$ cat src/rtl/router_pkt_fifo.sv
// router_pkt_fifo: packet-aware channel FIFO with registered read port and
// read-side packet-length tracking (header length field plus parity byte).
module router_pkt_fifo #(
   parameter int DATA_W  = 8,
   parameter int DEPTH   = 16,
   parameter int LEN_LSB = 2,
   parameter int LEN_W   = 6,
   parameter int AF_LVL  = DEPTH - 2
) (
   input  logic                       clock,
   input  logic                       reset,
   input  logic                       soft_reset,
   input  logic                       write_enb,
   input  logic                       lfd_state,
   input  logic [DATA_W-1:0]          data_in,
   input  logic                       read_enb,
   output logic [DATA_W-1:0]          data_out,
   output logic                       data_valid,
   output logic                       hdr_out,
   output logic                       empty,
   output logic                       full,
   output logic                       almost_full,
   output logic [$clog2(DEPTH):0]     count,
   output logic                       pkt_busy,
   output logic                       pkt_err
);
   localparam int AW = $clog2(DEPTH);
   localparam logic [AW:0] AF_CNT = (AW+1)'(AF_LVL);
   logic [AW:0]      wr_ptr, rd_ptr;
   logic [DATA_W:0]  mem [DEPTH];
   logic [DATA_W:0]  rd_word;
   logic [LEN_W:0]   pkt_remaining;
   logic             wr_ok, rd_ok, flush;
   assign flush       = reset || soft_reset;
   assign empty       = wr_ptr == rd_ptr;
   assign full        = (wr_ptr[AW] != rd_ptr[AW]) && (wr_ptr[AW-1:0] == rd_ptr[AW-1:0]);
   assign almost_full = count >= AF_CNT;
   assign wr_ok       = write_enb && !full;
   assign rd_ok       = read_enb && !empty;
   assign rd_word     = mem[rd_ptr[AW-1:0]];
   assign pkt_busy    = pkt_remaining != '0;
   // storage is never cleared: stale entries are unreachable once pointers reset
   always_ff @(posedge clock)
      if (wr_ok && !flush) mem[wr_ptr[AW-1:0]] <= {lfd_state, data_in};
   always_ff @(posedge clock) begin
      if (flush) begin
         wr_ptr        <= '0;
         rd_ptr        <= '0;
         count         <= '0;
         pkt_remaining <= '0;
         data_out      <= '0;
         data_valid    <= 1'b0;
         hdr_out       <= 1'b0;
         pkt_err       <= 1'b0;
      end else begin
         data_valid <= rd_ok;
         if (wr_ok) wr_ptr <= wr_ptr + (AW+1)'(1);
         if (rd_ok) rd_ptr <= rd_ptr + (AW+1)'(1);
         count <= (wr_ok && !rd_ok) ? count + (AW+1)'(1) :
                  (rd_ok && !wr_ok) ? count - (AW+1)'(1) : count;
         if (rd_ok) begin
            data_out <= rd_word[DATA_W-1:0];
            hdr_out  <= rd_word[DATA_W];
            // header reloads with payload length plus the trailing parity byte
            pkt_remaining <= rd_word[DATA_W] ? {1'b0, rd_word[LEN_LSB+LEN_W-1:LEN_LSB]} + (LEN_W+1)'(1) :
                             pkt_busy ? pkt_remaining - (LEN_W+1)'(1) : pkt_remaining;
            if (rd_word[DATA_W] && pkt_busy) pkt_err <= 1'b1;
         end
      end
   end
endmodule

$ cat config.mk
export PLATFORM = sky130hd
export DESIGN_NAME = router_pkt_fifo
export DESIGN_NICKNAME = d
export VERILOG_FILES = /design/src/rtl/router_pkt_fifo.sv
export SDC_FILE = /design/constraint.sdc
export NUM_CORES = 1
export LEC_CHECK = 0
export ABC_AREA = 0
export CORE_MARGIN = 2
export CORE_UTILIZATION = 55
export DETAILED_ROUTE_END_ITERATION = 8
export MAX_ROUTING_LAYER = met4
export PLACE_DENSITY_LB_ADDON = 0.05
export SYNTH_ARGS = -nofsm -noshare
export SYNTH_HDL_FRONTEND = slang
export SYNTH_SLANG_ARGS = --single-unit
$ cat constraint.sdc
create_clock -name clock -period 4.35 [get_ports clock]
set_clock_uncertainty 0.05 [all_clocks]
set_input_delay 0.435 -clock clock [delete_from_list [all_inputs] [get_ports clock]]
set_output_delay 0.435 -clock clock [all_outputs]
set_load 0.01 [all_outputs]
==> impl_metrics.tcl <==
set metrics [dict create \
    die_y_um 119.8 \
    required_ns 4.60 \
    dr.pass1.iters 4 \
    layout_common_cells "144 x edfxtp_1, 38 x mux4_2, 36 x nand2_1, 36 x dfxtp_1, 33 x clkdlybuf4s50_1" \
    num_vias 4005 \
    post-route-min-period_ns 3.534 \
    antenna_found_initial 0 \
    nets 518 \
    syn_inst 459 \
    dp_hpwl_mm 8.987 \
    core_region_area_um2 13140 \
    wl_mm 14.66 \
    rows 42 \
    report.final.slew_viol_count 0 \
    rsz0062_at_grt "no" \
    setup_viol 0 \
    synthArstFlopShare 0 \
    slowest_delay_ns 0.48 \
    n_antenna_cell 0 \
    h-tree-depth 4 \
    die_w_um 119.8 \
    clock_latency_ns 0.43 \
    die_area_um2 14340 \
    power_w 0.003478 \
    ant_nets 0 \
    p_sw_frac 0.2150 \
    clock.fmax_ghz 0.2830 \
    crit_fanout 20 \
    overflow 0 \
    io_buffers 33 \
    synthDistinctLibCells 46 \
    final_layout_size_suffix_gt1_frac 0.1511 \
    grt_pass1_vias 3928 \
    slew_headroom 0.3479 \
    placed_cell_area_um2 7834 \
    internal_power_w 0.002730 \
    synth_nets 486 \
    drv_cap 0 \
    crit_family "buffers and inverters" \
    cts_resized 0 \
    area_growth_pct 13.77 \
    cp_cell_sequence "xnor2_1 > nand4_1 > o21a_1 > buf_4 > inv_1 > ha_1 > inv_1 > ha_1 > nor2b_1 > o21a_1 > or3_1 > a21oi_1 > xnor2_1 > nor2_1" \
    ys_seq_elements 181 \
    grt_use_total 0.2311 \
    clk_pin_slew_worst_paths_ns 0.06 \
    holdBufCountCts 0 \
    via_per_inst 5.898 \
    vdd_ir_drop_max_mv 0.3384 \
    crit_type "reg -> reg" \
    synth_area_um2 7370 \
    route.detailed.drc 0 \
    layout_commonest_cell "edfxtp_1" \
    wl_per_cell_um 21.59 \
    grt_max_degree 35 \
    gp_congestion 0.7951 \
    synth_edf_count 144 \
    dpl.cell_count 648 \
    p_switching_w 0.0007476 \
    endpoint_kind "flop" \
    cts_tree "done" \
    critPathLaunchType "flop" \
    synth_warnings 0 \
    power.share.sequential 0.542 \
    cts_setup_buffers 0 \
    worstPathArrival_ns 3.78 \
    clkSinkCount 181 \
    final_area_um2 8384 \
    comb_power_share 0.040 \
    slowest_stage "dfxtp_1" \
    pwr-share-clk 0.418 \
    status "finished clean" \
    io_pins 34 \
    stdcell_count 679 \
    finalSetupTns_ns 0 \
    initial_core_util 0.5610 \
    finalHoldWorstSlack_ns 0.4051 \
    p_leak_nw 2.670 \
    ys.flop_type "edfxtp_1" \
    worst_pin_slew_ns 0.9781 \
    critical_path_buf_inv_count 3 \
    ys_seq_area_frac 0.6873 \
    synth_area_per_cell_um2 16.06 \
    post-route-period-util 0.8124 \
    hold_path.class "reg -> reg" \
    cts_root_buffer "clkbuf_16" \
    numCtsBuffers 17 \
    grt_pass1_wl_mm 22.80 \
    p_per_area_nw_per_um2 414.8 \
    clockBufferDepth 2 \
    drtIter0Drc 434 \
    hold_viol_final 0 \
]
-- cells by family (layout without fill, tap and decap cells) --
logic type	count (synthesis)	in the layout	share of synthesized area
mux	44	44	0.1244
simple gates	113	113	0.07233
fa+ha+maj	13	13	0.02309
flops	181	181	0.6873
buf+inv	33	77	0.02004
xor+xnor	18	18	0.02139
compound gates	57	57	0.05145
-- stage by stage --
step             util  setup slack (ns)
2_1_floorplan       -             1.163
3_3_place_gp   0.5963            0.9258
3_5_place_dp   0.5963            0.8338
4_1_cts        0.6382            0.8111
5_1_grt        0.6382            0.5393
6_report       0.6382            0.8160
-- power groups by stage --
| stage | combinational, W | clock [W] | sequential, W |
|---|---|---|---|
| 2_1_floorplan | 0.0000831 | 0 | 0.00192 |
| 3_3_place_gp | 0.000137 | 0 | 0.00192 |
| 4_1_cts | 0.000141 | 0.00148 | 0.00189 |
| 5_1_grt | 0.000156 | 0.00155 | 0.00189 |
| 6_report | 0.000140 | 0.00145 | 0.00189 |
| 3_5_place_dp | 0.000141 | 0 | 0.00192 |
-- layer usage --
layer	part of all wire	global-route usage	up-vias	wire [µm]
met3	0.059	0.05371	22	865
met4	0.020	0.08824	0	287
met1	0.44	0.3215	2015	6499
met5	0	-	-	0
met2	0.48	0.3379	136	7006
li1	-	-	1832	-
-- sequential cells by signal, indices dropped and copies added, names as in the netlist, named ones only --
name / flops
rd_ptr: 5
data_valid: 1
hdr_out: 1
wr_ptr: 5
mem: 144
pkt_err: 1
data_out: 8
pkt_remaining: 7
count: 5
-- worst register-to-register path: stages, from the launching register on --
cell     delay, ns
dfxtp_1       0.48
xnor2_1       0.16
nand4_1       0.19
o21a_1        0.22
buf_4         0.20
inv_1         0.39
ha_1          0.32
inv_1         0.10
ha_1          0.31
nor2b_1       0.15
o21a_1        0.17
or3_1         0.30
a21oi_1       0.18
xnor2_1       0.13
nor2_1        0.05
-- worst paths after layout --
path | from | endpoint | slack, ns | cells after the start
setup / recovery | wr_ptr[2]$_SDFFE_PP0P_ | count[4]$_SDFFE_PP0P_ | 0.82 | 14
hold / removal | data_out[7]$_SDFFE_PP0P_ | data_out[7]$_SDFFE_PP0P_ | 0.41 | 2
setup reg to reg | wr_ptr[2]$_SDFFE_PP0P_ | count[4]$_SDFFE_PP0P_ | 0.82 | 14
hold reg to reg | data_out[7]$_SDFFE_PP0P_ | data_out[7]$_SDFFE_PP0P_ | 0.41 | 2
-- synthesized netlist by cell type (2+ instances only) --
| master | instances | area share |
|---|---|---|
| edfxtp_1 | 144 | 0.59 |
| mux4_2 | 38 | 0.12 |
| dfxtp_1 | 37 | 0.10 |
| nand2_1 | 36 | 0.018 |
| nor2_1 | 32 | 0.016 |
| a21oi_1 | 21 | 0.014 |
| and2_1 | 18 | 0.015 |
| clkbuf_1 | 13 | 0.0066 |
| ha_1 | 12 | 0.020 |
| a22oi_1 | 11 | 0.011 |
| inv_1 | 10 | 0.0051 |
| xnor2_1 | 9 | 0.011 |
| xor2_1 | 9 | 0.011 |
| nand4_1 | 7 | 0.0059 |
| nand3_1 | 6 | 0.0041 |
| mux2i_1 | 5 | 0.0068 |
| o21ai_0 | 5 | 0.0034 |
| buf_2 | 4 | 0.0027 |
| nor2b_1 | 4 | 0.0034 |
| buf_4 | 3 | 0.0031 |
| nor3_1 | 3 | 0.0020 |
| o21a_1 | 3 | 0.0031 |
| a221oi_1 | 2 | 0.0024 |
| a31o_2 | 2 | 0.0024 |
| buf_1 | 2 | 0.0010 |
| nor3b_1 | 2 | 0.0020 |
| o31ai_1 | 2 | 0.0020 |
-- cell type report --
class | count | area (µm²)
sequential | 181 | 5066
fill | 965 | 4753
multi-input combinational | 245 | 2157
clock buffer | 18 | 429.2
timing repair buffer | 36 | 352.8
tap | 176 | 220.2
clock inverter | 13 | 121.4
inverter | 10 | 37.54
Power figures use the tool's default switching activity.
